[config.mk]
export PLATFORM = sky130hd
export DESIGN_NAME = hpdcache_sync_buffer_rrarb
export DESIGN_NICKNAME = d
export VERILOG_FILES = /design/src/rtl/hpdcache_sync_buffer_rrarb_pkg.sv /design/src/rtl/hpdcache_rrarb.sv /design/src/rtl/hpdcache_sync_buffer_rrarb.sv
export SDC_FILE = /design/constraint.sdc
export NUM_CORES = 1
export LEC_CHECK = 0
export ABC_AREA = 1
export CAP_MARGIN = 10
export CORE_AREA = 2 2 46 48
export CTS_CLUSTER_DIAMETER = 120
export DETAILED_ROUTE_END_ITERATION = 16
export DIE_AREA = 0 0 48 50
export PLACE_DENSITY = 0.75
export SKIP_CTS_REPAIR_TIMING = 1
export SYNTH_ARGS = -nofsm -noshare
export SYNTH_HDL_FRONTEND = slang
export SYNTH_SLANG_ARGS = --single-unit
[constraint.sdc]
create_clock -name clk_i -period 2.95 [get_ports clk_i]
set_input_delay 0.59 -clock clk_i [delete_from_list [all_inputs] [get_ports clk_i]]
set_output_delay 0.59 -clock clk_i [all_outputs]
set_load 0.005 [all_outputs]
[src/rtl/hpdcache_sync_buffer_rrarb_pkg.sv]
// Shared helpers for the round-robin synchronization-buffer arbiter.
// Pointer arithmetic modulo a non-power-of-two requester count lives here.
package hpdcache_sync_buffer_rrarb_pkg;

    function automatic int unsigned rr_next(input int unsigned idx, input int unsigned n);
        return (idx + 1 >= n) ? 0 : idx + 1;
    endfunction

endpackage

[src/rtl/hpdcache_rrarb.sv]
// Round-robin one-hot grant: first set bit of req scanning from ptr upwards, wrapping at N.
// Purely combinational, zero latency; no backpressure of its own (grant ignores any consumer).
module hpdcache_rrarb #(
    parameter  int unsigned N     = 4,
    localparam int unsigned SRC_W = $clog2(N)
) (
    input  logic [N-1:0]     req,
    input  logic [SRC_W-1:0] ptr,
    output logic [N-1:0]     gnt
);

    int unsigned k;
    logic        found;

    always_comb begin
        gnt   = '0;
        found = 1'b0;
        k     = 0;
        for (int unsigned i = 0; i < N; i++) begin
            k = 32'(ptr) + i;
            if (k >= N) k = k - N;
            if (!found && req[k[SRC_W-1:0]]) begin
                gnt[k[SRC_W-1:0]] = 1'b1;
                found             = 1'b1;
            end
        end
    end

endmodule

[src/rtl/hpdcache_sync_buffer_rrarb.sv]
// N-to-1 single-slot sync buffer with round-robin write arbitration; beats tagged with source.
// Latency 1 cycle (0 with FEEDTHROUGH); writers stall via wok_o while the slot is full and unread.
module hpdcache_sync_buffer_rrarb
    import hpdcache_sync_buffer_rrarb_pkg::*;
#(
    parameter  int unsigned N           = 4,
    parameter  bit          FEEDTHROUGH = 1'b0,
    parameter  type         data_t      = logic,
    localparam int unsigned SRC_W       = $clog2(N)
) (
    input  logic              clk_i,
    input  logic              rst_ni,
    input  logic [N-1:0]      w_i,
    output logic [N-1:0]      wok_o,
    input  data_t [N-1:0]     wdata_i,
    input  logic              r_i,
    output logic              rok_o,
    output data_t             rdata_o,
    output logic [SRC_W-1:0]  rsrc_o
);

    logic             valid_q;
    data_t            buf_q;
    logic [SRC_W-1:0] src_q;
    logic [SRC_W-1:0] ptr_q;

    logic [N-1:0]     gnt;
    logic [SRC_W-1:0] idx;
    logic             any_gnt;
    logic             acc;
    logic             we;
    logic             valid_d;

    hpdcache_rrarb #(.N(N)) i_rrarb (
        .req (w_i),
        .ptr (ptr_q),
        .gnt (gnt)
    );

    always_comb begin
        idx = '0;
        for (int unsigned i = 0; i < N; i++) begin
            if (gnt[i]) idx = idx | SRC_W'(i);
        end
    end

    assign any_gnt = |gnt;
    assign acc     = ~valid_q | (FEEDTHROUGH & r_i);
    assign wok_o   = gnt & {N{acc}};

    // With feedthrough, an empty slot read this cycle is bypassed and a full slot read this cycle is replaced.
    assign we      = FEEDTHROUGH ? (any_gnt & ~(valid_q ^ r_i)) : (any_gnt & ~valid_q);
    assign valid_d = we | (valid_q & ~r_i);

    always_ff @(posedge clk_i) begin
        if (!rst_ni) begin
            valid_q <= 1'b0;
            buf_q   <= '0;
            src_q   <= '0;
            ptr_q   <= '0;
        end else begin
            valid_q <= valid_d;
            if (we) begin
                buf_q <= wdata_i[idx];
                src_q <= idx;
            end
            if (|wok_o) ptr_q <= SRC_W'(rr_next(32'(idx), N));
        end
    end

    assign rok_o = valid_q | (FEEDTHROUGH & any_gnt);

    always_comb begin
        if (FEEDTHROUGH && !valid_q) begin
            rdata_o = wdata_i[idx];
            rsrc_o  = idx;
        end else begin
            rdata_o = buf_q;
            rsrc_o  = src_q;
        end
    end

endmodule

==> flow_metrics.py <==
metrics = {
    "status": {
        "outcome": "complete, no violations",
    },
    "sta": {
        "tightest_slew_ps": 227,
        "max_freq_ghz": 0.358,
        "worst_hold_slack_ps": 487,
        "slew_headroom": 0.849,
        "drv_slew": 0,
        "min_period_over_period": 0.946,
        "finalCriticalPeriod_ps": 2790,
        "skew_ps": 1.53,
        "setup_viol": 0,
        "hold_violations": 0,
    },
    "cells_and_area": {
        "layout.nets": 197,
        "num_antenna_cells": 0,
        "drive_above_1_share": 0.354,
        "fillers": 164,
        "syn_to_final_growth_pct": 43.5,
        "mostFrequentLayoutCells": "nand2_1 (30), nand3_1 (19), buf_4 (18)",
        "final_cells": 205,
        "layout_commonest_cell": "nand2_1",
    },
    "logic_synthesis": {
        "synth_cell_types": 21,
        "synth.largest_area_cell": "dfxtp_1",
        "synthSimpleGateAreaFrac": 0.641,
        "syn-cell-area_sq_um": 903,
        "synth.avg_cell_area_sq_um": 6.45,
        "synth_nets": 157,
        "synth_top_area_frac": 0.133,
        "ys_top_cells_by_area": "dfxtp_1 (13%), nand2_1 (13%), nand3_1 (11%), ha_1 (8.3%), nand2_2 (7.6%)",
        "ys_seq_area_frac": 0.133,
        "synth_fa_ha_area_frac": 0.0831,
        "syn_inst": 140,
        "synth_xor_area_frac": 0,
        "synth_compound_area_frac": 0.0291,
        "ys_warn_count": 0,
        "synth_mux_area_frac": 0,
        "synth_top_family_by_area": "simple AND/OR/NAND/NOR gates",
        "synth-seq-cells": 6,
    },
    "place": {
        "dpl.cell_count": 201,
        "gp_congestion": 0.906,
        "dpl.hpwl_um": 1880,
        "port-buffer-count": 18,
    },
    "clock_network": {
        "cts.reportedPaths.clkPinSlew_ps": 40,
        "cts_buffers": 3,
        "htreeDepth": 1,
        "clk-insertion-delay-late_ps": 240,
        "cts-root-buf": "clkbuf_4",
        "cts_sinks": 6,
        "cts_tree": "done",
        "clockBufferDepth": 2,
    },
    "route": {
        "vias": 995,
        "wl_per_cell_um": 11.0,
        "dr.pass1.iters": 4,
        "drc_errors": 0,
        "wirelength_um": 2250,
        "drtAntennaViolNets": 0,
        "via_per_inst": 4.85,
        "drt_first_iter_violations": 31,
    },
    "global_route": {
        "grt_first_pass_wirelength_um": 3840,
        "grt_pass1_vias": 976,
        "antenna_found_initial": 0,
        "grt_overflow_total": 0,
        "grt_max_degree": 12,
        "grt_use_total": 0.214,
    },
    "critical_path": {
        "critPathKind": "flip-flop to output pin",
        "start_kind": "flip-flop",
        "end_kind": "output pin",
        "required_ps": 2360,
        "worstPathArrival_ps": 2200,
        "worstPathMaxFanout": 8,
    },
    "floorplanning": {
        "dieArea_sq_um": 2400,
        "initial_core_util": 0.475,
        "die_h_um": 50,
        "core-area_sq_um": 1900,
        "num_io_pins": 19,
        "die_x_um": 48,
        "rows": 16,
    },
    "power_and_ir_drop": {
        "total_power_uw": 1370,
        "leakagePower_uw": 0.000742,
        "power_density_nw_per_um2": 1060,
        "ir_drop_mv": 0.846,
    },
    "min_path": {
        "hold_class": "flip-flop to flip-flop",
    },
    "run": {
        "maxCapViolCount": 0,
    },
}
routing by layer:
| layer | vias up | track usage | share of wire | wire length, um |
|---|---|---|---|---|
| li1 | 515 | - | - | - |
| met1 | 463 | 0.269 | 0.44 | 990 |
| met2 | 17 | 0.360 | 0.53 | 1190 |
| met3 | 0 | 0.0366 | 0.028 | 64 |
| met4 | 0 | 0.0586 | 0 | 0 |
| met5 | - | 0 | 0 | 0 |
where the power goes:
part	switching (uW)	internal (uW)
Sequential	27.1	117
Combinational	659	496
Clock	27.7	45.9
cell type report:
cell class                 instances  area [sq um]  area share
multi-input combinational        110           696       0.537
timing repair buffer              36           328       0.253
sequential                         6           123      0.0946
inverter                          23          93.8      0.0724
tap                               27          33.8      0.0261
clock buffer                       3          22.5      0.0174
state kept, by name (all words and copies together), names as in the netlist:
| register | count |
|---|---|
| ptr_q | 2 |
| rsrc_o | 2 |
| rok_o | 1 |
| rdata_o | 1 |
cells by family after synthesis:
logic type	Yosys count
flops	6
compound gates	5
simple gates	99
buf+inv	24
fa+ha+maj	6
synthesized netlist by cell type, drive strengths merged:
master,number
nand4,1
dfxtp,6
nor2,22
clkinv,1
buf,1
a21oi,1
nand2,48
inv,22
ha,6
nand3,28
o21ai,3
a31oi,1
critical path: stages, from the launching register on:
cell and delay (ps):
dfxtp_2 360, inv_6 60, ha_4 250, inv_1 90
nand3_1 80, nand2_1 100, nand2_4 70, nor2_4 160
nand2_2 70, a31oi_1 190, clkdlybuf4s50_1 530
metrics by stage:
step | TNS, ps | setup WS (ps) | utilization | area, sq um
final | 0 | 159 | 0.682 | 1300
after global routing | -0.968 | -0.592 | 0.682 | 1300
after CTS | -343 | -102 | 0.661 | 1260
after detailed placement | -330 | -106 | 0.649 | 1230
after global placement | -134 | -48.7 | 0.649 | 1230
after floorplan | 0 | 661 | - | 903
final timing paths:
kind / startpoint / end / slack (ps) / depth (start not counted)
setup / recovery: ptr_q[0]$_SDFFE_PN0P_ / wok_o[0] / 160 / 10
hold / removal: rsrc_o[0]$_SDFFE_PN0P_ / rsrc_o[0]$_SDFFE_PN0P_ / 490 / 2
setup reg to reg: ptr_q[0]$_SDFFE_PN0P_ / rdata_o$_SDFFE_PN0P_ / 830 / 16
hold reg to reg: rsrc_o[0]$_SDFFE_PN0P_ / rsrc_o[0]$_SDFFE_PN0P_ / 490 / 2
(Power assumes the default switching activity.)
